## src/rtl/contactor_sequencer_if.sv

```systemverilog
// rtl/contactor_sequencer_if.sv - protection-side enables in, contactor commands and status out
interface contactor_sequencer_if;
  logic       charge_en_fsm;
  logic       discharge_en_fsm;
  logic       system_fault;
  logic       precharge_ok;
  logic       neg_contactor;
  logic       precharge_relay;
  logic       pos_contactor;
  logic       ready;
  logic       precharge_fail;
  logic [2:0] seq_state;

  modport master (
    output charge_en_fsm, discharge_en_fsm, system_fault, precharge_ok,
    input  neg_contactor, precharge_relay, pos_contactor, ready, precharge_fail, seq_state
  );

  modport slave (
    input  charge_en_fsm, discharge_en_fsm, system_fault, precharge_ok,
    output neg_contactor, precharge_relay, pos_contactor, ready, precharge_fail, seq_state
  );
endinterface

```

## src/rtl/contactor_sequencer.sv

```systemverilog
// rtl/contactor_sequencer.sv - pack contactor close/open sequencing with precharge timeout and fault lockout
module contactor_sequencer #(
  parameter int CNT_W             = 16,
  parameter int SETTLE_CYCLES     = 50,
  parameter int PRECHARGE_CYCLES  = 1000,
  parameter int OPEN_DELAY_CYCLES = 20
) (
  input  logic                   clk,
  input  logic                   rst,
  contactor_sequencer_if.slave   ctl_if
);

  localparam logic [2:0] S_IDLE      = 3'd0;
  localparam logic [2:0] S_CLOSE_NEG = 3'd1;
  localparam logic [2:0] S_PRECHARGE = 3'd2;
  localparam logic [2:0] S_CLOSE_POS = 3'd3;
  localparam logic [2:0] S_CONNECTED = 3'd4;
  localparam logic [2:0] S_OPEN_POS  = 3'd5;
  localparam logic [2:0] S_LOCKOUT   = 3'd6;

  localparam logic [CNT_W-1:0] SETTLE_LAST    = CNT_W'(SETTLE_CYCLES - 1);
  localparam logic [CNT_W-1:0] PRECHARGE_LAST = CNT_W'(PRECHARGE_CYCLES - 1);
  localparam logic [CNT_W-1:0] OPEN_LAST      = CNT_W'(OPEN_DELAY_CYCLES - 1);

  logic [2:0]       state_q, state_d;
  logic [CNT_W-1:0] cnt_q, cnt_d;
  logic             fail_q, fail_d;
  logic             req;
  logic [3:0]       outs;

  assign req = (ctl_if.charge_en_fsm | ctl_if.discharge_en_fsm) & ~ctl_if.system_fault;

  always_comb begin
    state_d = state_q;
    fail_d  = fail_q;
    case (state_q)
      S_IDLE: begin
        if (ctl_if.system_fault)  state_d = S_LOCKOUT;
        else if (req)             state_d = S_CLOSE_NEG;
      end
      S_CLOSE_NEG: begin
        if (ctl_if.system_fault)        state_d = S_LOCKOUT;
        else if (!req)                  state_d = S_IDLE;
        else if (cnt_q == SETTLE_LAST)  state_d = S_PRECHARGE;
      end
      S_PRECHARGE: begin
        // precharge_ok is checked before the timeout so it wins on the last cycle
        if (ctl_if.system_fault)        state_d = S_LOCKOUT;
        else if (!req)                  state_d = S_OPEN_POS;
        else if (ctl_if.precharge_ok)   state_d = S_CLOSE_POS;
        else if (cnt_q == PRECHARGE_LAST) begin
          state_d = S_LOCKOUT;
          fail_d  = 1'b1;
        end
      end
      S_CLOSE_POS: begin
        if (ctl_if.system_fault)        state_d = S_LOCKOUT;
        else if (!req)                  state_d = S_OPEN_POS;
        else if (cnt_q == SETTLE_LAST)  state_d = S_CONNECTED;
      end
      S_CONNECTED: begin
        if (ctl_if.system_fault)        state_d = S_LOCKOUT;
        else if (!req)                  state_d = S_OPEN_POS;
      end
      S_OPEN_POS: begin
        if (ctl_if.system_fault)        state_d = S_LOCKOUT;
        else if (cnt_q == OPEN_LAST)    state_d = S_IDLE;
      end
      S_LOCKOUT:                        state_d = S_LOCKOUT;
      default:                          state_d = S_LOCKOUT;
    endcase
  end

  always_comb begin
    if (state_d != state_q)     cnt_d = '0;
    else if (cnt_q == '1)       cnt_d = cnt_q;
    else                        cnt_d = cnt_q + 1'b1;
  end

  always_ff @(posedge clk or posedge rst) begin
    if (rst) begin
      state_q <= S_IDLE;
      cnt_q   <= '0;
      fail_q  <= 1'b0;
    end else begin
      state_q <= state_d;
      cnt_q   <= cnt_d;
      fail_q  <= fail_d;
    end
  end

  // Moore decode: {neg, precharge, pos, ready}
  always_comb begin
    case (state_q)
      S_CLOSE_NEG: outs = 4'b1000;
      S_PRECHARGE: outs = 4'b1100;
      S_CLOSE_POS: outs = 4'b1110;
      S_CONNECTED: outs = 4'b1011;
      S_OPEN_POS:  outs = 4'b1000;
      default:     outs = 4'b0000;
    endcase
  end

  assign ctl_if.neg_contactor   = outs[3];
  assign ctl_if.precharge_relay = outs[2];
  assign ctl_if.pos_contactor   = outs[1];
  assign ctl_if.ready           = outs[0];
  assign ctl_if.precharge_fail  = fail_q;
  assign ctl_if.seq_state       = state_q;

endmodule
```

## src/flat_wrapper.sv

```systemverilog
// flat-port wrapper written by rule: the top's interface ports become plain ports
module contactor_sequencer_flat 
#(
  parameter int CNT_W             = 16,
  parameter int SETTLE_CYCLES     = 50,
  parameter int PRECHARGE_CYCLES  = 1000,
  parameter int OPEN_DELAY_CYCLES = 20
)
  (clk, rst, ctl_if_charge_en_fsm, ctl_if_discharge_en_fsm, ctl_if_system_fault, ctl_if_precharge_ok, ctl_if_neg_contactor, ctl_if_precharge_relay, ctl_if_pos_contactor, ctl_if_ready, ctl_if_precharge_fail, ctl_if_seq_state);
  contactor_sequencer_if ctl_if_i ();
  input  logic clk;
  input  logic rst;
  input wire logic [$bits(ctl_if_i.charge_en_fsm)-1:0] ctl_if_charge_en_fsm;
  input wire logic [$bits(ctl_if_i.discharge_en_fsm)-1:0] ctl_if_discharge_en_fsm;
  input wire logic [$bits(ctl_if_i.system_fault)-1:0] ctl_if_system_fault;
  input wire logic [$bits(ctl_if_i.precharge_ok)-1:0] ctl_if_precharge_ok;
  output wire logic [$bits(ctl_if_i.neg_contactor)-1:0] ctl_if_neg_contactor;
  output wire logic [$bits(ctl_if_i.precharge_relay)-1:0] ctl_if_precharge_relay;
  output wire logic [$bits(ctl_if_i.pos_contactor)-1:0] ctl_if_pos_contactor;
  output wire logic [$bits(ctl_if_i.ready)-1:0] ctl_if_ready;
  output wire logic [$bits(ctl_if_i.precharge_fail)-1:0] ctl_if_precharge_fail;
  output wire logic [$bits(ctl_if_i.seq_state)-1:0] ctl_if_seq_state;
  assign ctl_if_i.charge_en_fsm = ctl_if_charge_en_fsm;
  assign ctl_if_i.discharge_en_fsm = ctl_if_discharge_en_fsm;
  assign ctl_if_i.system_fault = ctl_if_system_fault;
  assign ctl_if_i.precharge_ok = ctl_if_precharge_ok;
  assign ctl_if_neg_contactor = ctl_if_i.neg_contactor;
  assign ctl_if_precharge_relay = ctl_if_i.precharge_relay;
  assign ctl_if_pos_contactor = ctl_if_i.pos_contactor;
  assign ctl_if_ready = ctl_if_i.ready;
  assign ctl_if_precharge_fail = ctl_if_i.precharge_fail;
  assign ctl_if_seq_state = ctl_if_i.seq_state;
  contactor_sequencer #(.CNT_W(CNT_W), .SETTLE_CYCLES(SETTLE_CYCLES), .PRECHARGE_CYCLES(PRECHARGE_CYCLES), .OPEN_DELAY_CYCLES(OPEN_DELAY_CYCLES)) u_core (.clk(clk), .rst(rst), .ctl_if(ctl_if_i));
endmodule
```

## config.mk

```make
export PLATFORM = sky130hd
export DESIGN_NAME = contactor_sequencer_flat
export DESIGN_NICKNAME = d
export VERILOG_FILES = /design/src/rtl/contactor_sequencer_if.sv /design/src/rtl/contactor_sequencer.sv /design/src/flat_wrapper.sv
export SDC_FILE = /design/constraint.sdc
export NUM_CORES = 1
export LEC_CHECK = 0
export ABC_AREA = 1
export CORE_MARGIN = 2
export CORE_UTILIZATION = 25
export CTS_CLUSTER_DIAMETER = 150
export DETAILED_ROUTE_END_ITERATION = 16
export GPL_TIMING_DRIVEN = 0
export SLEW_MARGIN = 30
export SYNTH_ARGS = -nofsm -noshare
export SYNTH_HDL_FRONTEND = slang
export SYNTH_SLANG_ARGS = --single-unit
```

## constraint.sdc

```tcl
create_clock -name clk -period 4.8 [get_ports clk]
set_input_delay 1.2 -clock clk [delete_from_list [all_inputs] [get_ports clk]]
set_output_delay 1.2 -clock clk [all_outputs]
set_load 0.01 [all_outputs]
```

### Yosys cells after proc, flatten, opt, wreduce, memory -nomap -nowiden

Index checks and enable logic that the tools add are counted.

* $add $sub $neg: 1
* bitwise logic cells: 4
* reduce and logical (&&, ||, !) cells: 3
* eq/ne operators: 11
* multiplexer cells: 20

Operator list (count)
* $mux 3: 16
* $mux 16: 2
* $pmux 3 s6: 1
* $add 16x1->16 const B: 1
* $eq 16x10->1 const B: 1
* $eq 16x16->1 const B: 1
* $eq 16x5->1 const B: 1
* $eq 16x6->1 const B: 1
* $pmux 4 s4: 1
* $eq 3x2->1 const B: 2
* $eq 3x3->1 const B: 2
* $reduce_and 5->1: 1
* $eq 3x1->1 const B: 1
* $logic_not 3->1: 1
* $ne 3x3->1: 1
* $ne 2x1->1 const B: 1
* $not 1->1: 2
* $reduce_or 2->1: 1
* $and 1x1->1: 1
* $or 1x1->1: 1

* logic and storage cells: 42
* input bits: 6
* register bits: 20

### Logic depth before layout (Yosys ltp)

Gate-level depths: netlist of run 1.

* word-level depth: 8
* mapped depth: 15
* mapped depth without buffers: 14

### Worst setup path after synthesis of run 1

OpenSTA, ideal clock, no wires.

* kind: input port to flip-flop
* from: input port ctl_if_discharge_en_fsm
* to: register u_core.cnt_q[5]
* setup time: 0.072 ns
* data required time: 4.728 ns
* path buffers: 1
* arrival time: 2.341 ns
* setup slack: 2.387 ns
* stages: 12
* cells stage by stage: nor2_1 nor2_1 nand2_1 a21oi_1 and2_1 nand3_2 nand2_1 nand2_1 nor2_2 nand2_2 buf_6 nor2_1

* longest elaborated chain between the ends: 7

RTL lines
* start, declared: line flat_wrapper.sv:14 `input wire logic [$bits(ctl_if_i.discharge_en_fsm)-1:0] ctl_if_discharge_en_fsm;`
* $or 1x1->1 *: line contactor_sequencer.sv:31 `assign req = (ctl_if.charge_en_fsm | ctl_if.discharge_en_fsm) & ~ctl_if.system_fault;`
* $and 1x1->1 *: line contactor_sequencer.sv:31
* $mux 3, on equally long branches (2 in series)
* $pmux 3 s6 *: line contactor_sequencer.sv:36 `case (state_q)`
* via u_core.state_d[2]: line contactor_sequencer.sv:25 `logic [2:0] state_q, state_d;`
* $ne 3x3->1 *: line contactor_sequencer.sv:75 `if (state_d != state_q) cnt_d = '0;`
* $ne 2x1->1 (no line) / $mux 16 (equally long branches)
* end signal, assigned: line contactor_sequencer.sv:87 `cnt_q <= cnt_d;`
* end, declared: line contactor_sequencer.sv:26 `logic [CNT_W-1:0] cnt_q, cnt_d;`

Mark *: on every way through the listed nets, which the timed path passes. The rest lies on a longest branch.
A chain may end at the register's enable or synchronous reset.

### Final worst setup path of run 1

* from: input port ctl_if_charge_en_fsm
* to: register u_core.cnt_q[15]

* longest elaborated chain between the ends: 7

RTL lines
* start, declared: line flat_wrapper.sv:13 `input wire logic [$bits(ctl_if_i.charge_en_fsm)-1:0] ctl_if_charge_en_fsm;`
* $or 1x1->1 *: line contactor_sequencer.sv:31
* $and 1x1->1 *: line contactor_sequencer.sv:31
* $mux 3, on equally long branches (2 in series)
* $pmux 3 s6 *: line contactor_sequencer.sv:36
* via u_core.state_d[2]: line contactor_sequencer.sv:25
* $ne 3x3->1 *: line contactor_sequencer.sv:75
* $ne 2x1->1 (no line) / $mux 16 (equally long branches)

Marks and branches as above.

==> results by group, run 1 <==
Outcome
  • Status: completed

Flow run
  • Max Cap Viol: 0

Clock tree
  • Post-CTS Setup Repair Bufs: 0
  • Post-CTS sizing: 0
  • Worst-path clk slew: 0.08 ns
  • Worst-Skew Late Latency: 0.27 ns
  • H-tree lvl count: 1
  • CTS hold repair buffers: 0
  • Clk buf depth: 2
  • Cts bufs inserted: 3
  • CTS tree: yes
  • Clock Sinks: 20
  • Root buffer cell: clkbuf_8

Worst setup path
  • Critical Path AT: 3.12 ns
  • Reg2Reg Depth: 11
  • Worst R2R Start: u_core.cnt_q[0]
  • Crit. End Element: flip-flop
  • CP Launch Point: ctl_if_charge_en_fsm
  • Max FO, Critical Path: 10
  • CP Data Required Time: 5.00 ns
  • R2r endpoint: u_core.cnt_q[15]
  • Startpoint types: input pin
  • Internal reg-to-reg setup slack: 2.58 ns
  • CP endpoint: u_core.cnt_q[15]
  • Critical path class: in2reg

Routing
  • Post-DRT Antenna Nets: 0
  • TritonRoute pass-1 iters: 5
  • Vias/cell: 4.25
  • Drt total wl: 2840 um
  • DRC: 0
  • DR vias: about 1200
  • DR WL/cell: 10.0 um
  • Initial DRC count: 56

GRT
  • First-pass GRT wire length: 5290 um
  • Largest net degree at the start of global routing: 21
  • Vias in the first global route: 1235
  • GRT Total Usage: 10.8%
  • GRT Residual Overflow: 0
  • Initial antenna violation count: 0

Layout
  • Fillcell total: 566
  • Area grow syn2layout: 21.8%
  • Finished Core Util: 31.7%
  • Antenna fix cells: 0
  • Share of cells above drive strength 1: 8.45%
  • Final #Nets: 222
  • Design area: roughly 0.0016 mm^2

Power and ir drop
  • PwrDens: 332 mW/mm^2
  • Leakage: around 0.76 nW
  • Worst vdd rail ir drop: 0.000125 V

Floorplanning
  • Boundary Pins: 14
  • FP Rows: 26
  • Initial Util: 26.0%
  • Die area: 0.00591 mm^2
  • Core area: 0.00511 mm^2
  • Die Width: 76.9 um
  • Die Span Y: 76.9 um

Timing
  • Worst slew pin tran: 0.812 ns
  • Worst rel slew slack: a little under half
  • Final-report setup violation count: 0
  • RSZ-0062 raised after global routing: no
  • Final Cycle Share: 60.7%
  • Final Hold Vio Count: 0
  • Setup TNS: 0 ns
  • Slew Limit Fails: 0
  • Clk_skew: ~0.0033 ns
  • Final min period: around 2.9 ns
  • Fin Hold WS: 0.487 ns
  • Max Clock Freq: 343 MHz

Synth
  • Synthesized area per cell: 6.78 um^2
  • Flops & latches, synth: 20
  • Netlist cell types: 21
  • Syn Inst Count: 196
  • Mapped Area: 0.00133 mm^2
  • YS warnings: 0
  • Syn Nets: just over 200
  • Sequential area share after synthesis: 37.7%

Place
  • Detailed placement HPWL: 2130 um
  • # port buffers: 13
  • Dpl cell area: 0.00155 mm^2
  • Global placer's final weighted congestion: 0.886

Hold path
  • Hold crit path type: reg2reg
synthesized netlist by cell type:
library cell / number / area share [%]
and2_1: 1 / 0.47
nand2_1: 43 / 12
ha_1: 2 / 1.9
inv_1: 28 / 7.9
a21oi_1: 2 / 0.75
nand2_2: 2 / 0.94
xnor2_1: 4 / 2.6
nand4_1: 3 / 1.4
nor2_2: 5 / 2.4
buf_6: 2 / 1.7
o22ai_1: 2 / 0.94
nor3_1: 5 / 1.9
dfrtp_1: 20 / 38
nand3_2: 2 / 1.5
o21bai_1: 1 / 0.57
xor2_1: 4 / 2.6
o21ai_0: 9 / 3.4
inv_2: 2 / 0.57
nor2_4: 1 / 0.85
nor2_1: 43 / 12
nand3_1: 15 / 5.6
cell families after synthesis:
kind of cell / Yosys count / share of synthesized area, %
DFF: 20 / 37.7
adders and majority gates: 2 / 1.88
buffers and inverters: 32 / 10.2
and+or+nand+nor: 120 / 39.4
AOI/OAI and AO/OA: 14 / 5.65
xor gates and xnor gates: 8 / 5.27
layer usage:
layer  vias to the layer above  wire (um)  track usage (%)
met4                         0         14             2.91
met2                        22       1260             18.0
met1                       539       1430             13.6
met3                         2        133             3.06
met5                         -          0                0
li1                        641          -                -
report_power, final:
| group | switching [mW] | internal (mW) |
|---|---|---|
| Clock | 0.0624 | 0.111 |
| Sequential | 0.0384 | 0.200 |
| Combinational | 0.0721 | 0.0537 |
| Total | 0.173 | 0.365 |
cell type report:
cell class | instances | area, um^2 | area share (%)
clock inverters | 1 | 30.0 | 1.86
clock buffers | 3 | 41.3 | 2.55
inverters | 30 | 113 | 6.96
well taps | 70 | 87.6 | 5.41
multi-input cells | 144 | 693 | 42.8
flip-flops and latches | 20 | 500 | 30.9
repair buffers | 13 | 130 | 8.04
plain buffers | 2 | 22.5 | 1.39
stage by stage:
stage | setup WS, ns | cells | total power, mW
2_1_floorplan | 2.39 | 196 | 0.333
3_3_place_gp | 1.66 | 279 | 0.363
3_5_place_dp | 1.60 | 279 | 0.365
4_1_cts | 1.89 | 283 | 0.544
5_1_grt | 1.63 | 283 | 0.584
6_report | 1.88 | 283 | 0.538
placed cells by master, fill, tap and decap left out, types with 2 or more instances in the layout:
cell type / instances
nand2_1: 43
nor2_1: 43
inv_1: 28
dfrtp_1: 20
nand3_1: 15
clkdlybuf4s50_1: 13
o21ai_0: 9
nor2_2: 5
nor3_1: 5
xnor2_1: 4
xor2_1: 4
nand4_1: 3
clkbuf_8: 3
buf_6: 2
inv_2: 2
a21oi_1: 2
nand3_2: 2
nand2_2: 2
o22ai_1: 2
ha_1: 2
worst min-delay path by stage:
stage,startpoint,to,slack [ns],depth (start not counted)
2_1_floorplan,u_core.ctl_if.precharge_fail,u_core.ctl_if.precharge_fail,0.51,1
3_3_place_gp,u_core.ctl_if.precharge_fail,u_core.ctl_if.precharge_fail,0.46,1
3_5_place_dp,u_core.ctl_if.precharge_fail,u_core.ctl_if.precharge_fail,0.47,1
4_1_cts,u_core.ctl_if.precharge_fail,u_core.ctl_if.precharge_fail,0.50,1
5_1_grt,u_core.ctl_if.precharge_fail,u_core.ctl_if.precharge_fail,0.52,1
6_report,u_core.ctl_if.precharge_fail,u_core.ctl_if.precharge_fail,0.49,1
critical path, cell delays in order:
cell and delay, ns:
clkdlybuf4s50_1 0.46, nor2_1 0.06, nor2_1 0.24, nand2_1 0.12
a21oi_1 0.15, and2_1 0.17, nand3_2 0.08, nand2_1 0.06
nand2_1 0.07, nor2_2 0.12, nand2_2 0.12, buf_6 0.17
nor2_1 0.09
state kept, by name (all words and copies together), names as in the netlist:
name                          flops
u_core.cnt_q                     16
u_core.ctl_if.precharge_fail      1
u_core.ctl_if.seq_state           3
No activity file was read; power rests on OpenSTA's default activity.
==> inputs of run 2 (changes only) <==
==> constraint.sdc (replaced) <==
create_clock -name clk -period 2.53 [get_ports clk]
set_input_delay 0.6325 -clock clk [delete_from_list [all_inputs] [get_ports clk]]
set_output_delay 0.6325 -clock clk [all_outputs]
set_load 0.01 [all_outputs]
==> results by group, run 2 (synthesized netlist as in run 1, its figures left out) <==
Outcome
  • Status: completed

Worst setup path
  • Max FO, Critical Path: 9
  • Startpoint types: flip-flop
  • Critical Path AT: 1.68 ns
  • Worst R2R Start: u_core.cnt_q[0]
  • Crit. End Element: primary output
  • CP Data Required Time: between 1.5 and 2 ns
  • Critical path class: reg2out
  • CP Launch Point: u_core.ctl_if.seq_state[2]

Place
  • Dpl cell area: 0.00155 mm^2
  • # port buffers: 13
  • Global placer's final weighted congestion: slightly below 0.9
  • Detailed placement HPWL: 2130 um
  • Worst slack, placed: -0.0977 ns

GRT
  • GRT Residual Overflow: 0
  • First-pass GRT wire length: 5290 um
  • Vias in the first global route: 1235
  • Largest net degree at the start of global routing: 21
  • Initial antenna violation count: 0
  • GRT Total Usage: 10.8%

Timing
  • PnR worst setup slack: 0.216 ns
  • Clk_skew: about 0.0033 ns
  • Worst slew pin tran: 0.812 ns
  • Final Cycle Share: 91.5%
  • Final min period: 2.31 ns
  • Worst rel slew slack: 45.8%
  • Max Clock Freq: 432 MHz
  • Slew Limit Fails: 0
  • Final-report setup violation count: 0
  • Final Hold Vio Count: 0
  • Fin Hold WS: a little under 0.5 ns
  • RSZ-0062 raised after global routing: no

Layout
  • Largest Register: u_core.cnt_q
  • Area grow syn2layout: 22.3%
  • Register area: roughly 500 um^2
  • Design area: 0.00163 mm^2
  • Share of cells above drive strength 1: roughly a tenth
  • Fillcell total: 563
  • Antenna fix cells: 0
  • Commonest non-fill, non-tap cells in the layout: nand2_1 (43), nor2_1 (42), inv_1 (28), dfrtp_1 (20), nand3_1 (14)
  • Final #Nets: between 200 and 250
  • Max reg flops: 16
  • Area of the multi-input gates: 701 um^2
  • Commonest non-fill, non-tap cell in the layout: nand2_1

Power and ir drop
  • Combinational share of power: 23.4%
  • Reg power frac: ~44%
  • Switch share: 32.2%
  • Clock Power Share: 32.3%
  • Worst vdd rail ir drop: about 0.00024 V
  • Power Internal: 0.693 mW
  • PwrDens: 628 mW/mm^2
  • Leakage: about 0.76 nW
  • Net Switching: 0.328 mW

Routing
  • TritonRoute pass-1 iters: 4
  • DR vias: ~1200
  • DR WL/cell: 10.0 um
  • DRC: 0
  • Post-DRT Antenna Nets: 0
  • Initial DRC count: 53
  • Vias/cell: 4.24
  • Met1 wire length: 1440 um
  • Routed wl met3: 127 um
  • WL met2: roughly 1300 um
  • Drt total wl: about 2800 um
  • Max Used Layer: met4

Clock tree
  • Clock Sinks: 20
  • CTS tree: yes
  • Root buffer cell: clkbuf_8
  • Cts bufs inserted: 3
  • Clk buf depth: 2
  • Worst-path clk slew: 0.08 ns
  • H-tree lvl count: 1
  • Worst-Skew Late Latency: 0.27 ns
  • Post-CTS Setup Repair Bufs: 0

Hold path
  • Hold crit path type: reg2reg
  • Hold_sp: u_core.ctl_if.precharge_fail

Floorplanning
  • Die Width: 76.9 um
  • Core area: just over 0.005 mm^2
  • Boundary Pins: 14
  • Die area: 0.00591 mm^2
  • Die Span Y: roughly 77 um
  • Initial Util: roughly a quarter
  • FP Rows: 26

Flow run
  • Max Cap Viol: 0
==> run 2: changes by cell type in the layout (fill, tap and decap cells not counted) <==
cell / change
nand3_1: -1
nor2_2: +1
nand3_2: +1
nor2_1: -1
==> run 2: area by class of cell <==
class                      count  share of cell area, %
clock buffer                   3                   2.54
sequential                    20                   30.8
clock inverter                 1                   1.85
buffer                         2                   1.39
timing repair buffer          13                   8.01
inverter                      30                   6.93
tap                           70                   5.39
multi-input combinational    144                   43.1
==> run 2: path summary, 6_finish.rpt <==
path                                           endpoint  cells after the start  slack [ns]
hold / removal             u_core.ctl_if.precharge_fail                      1        0.49
min in group asynchronous              u_core.cnt_q[11]                      2        0.81
hold reg to reg            u_core.ctl_if.precharge_fail                      1        0.49
setup / recovery                   ctl_if_pos_contactor                      5        0.22
setup reg to reg                       u_core.cnt_q[15]                     11        0.39
max in group asynchronous               u_core.cnt_q[5]                      2        1.21
==> run 2: routing by layer <==
metal | vias to the layer above | track usage, %
met3 | 2 | 3.06
met2 | 20 | 18.0
li1 | 641 | -
met4 | 0 | 2.91
met5 | - | 0
met1 | 538 | 13.6
==> run 2: power by group through the flow <==
stage	Combinational (mW)	Sequential, mW	Clock (mW)
after CTS	0.239	0.449	0.344
final	0.239	0.452	0.330
after global placement	0.233	0.455	0
after floorplan	0.194	0.437	0
after detailed placement	0.238	0.454	0
after global routing	0.292	0.464	0.353
==> run 2: through the flow <==
stage	setup TNS (ns)	utilization [%]	total power [mW]	instances
6_report	0	31.8	1.02	283
5_1_grt	0	31.8	1.11	283
4_1_cts	0	31.7	1.03	283
3_5_place_dp	-0.787	30.3	0.693	279
3_3_place_gp	-0.407	30.3	0.688	279
2_1_floorplan	0	-	0.631	196
==> run 2: timing repair <==
item,in CTS,in global routing
hold buffers,0,0
gates resized for setup,0,2
endpoints found under the setup margin,0,10
==> run 2: worst max-delay path: stages (launching register included) <==
cell and delay, ns:
dfrtp_1 0.39, buf_6 0.14, nor2_4 0.12, inv_2 0.07, o21ai_0 0.13, clkdlybuf4s50_1 0.55
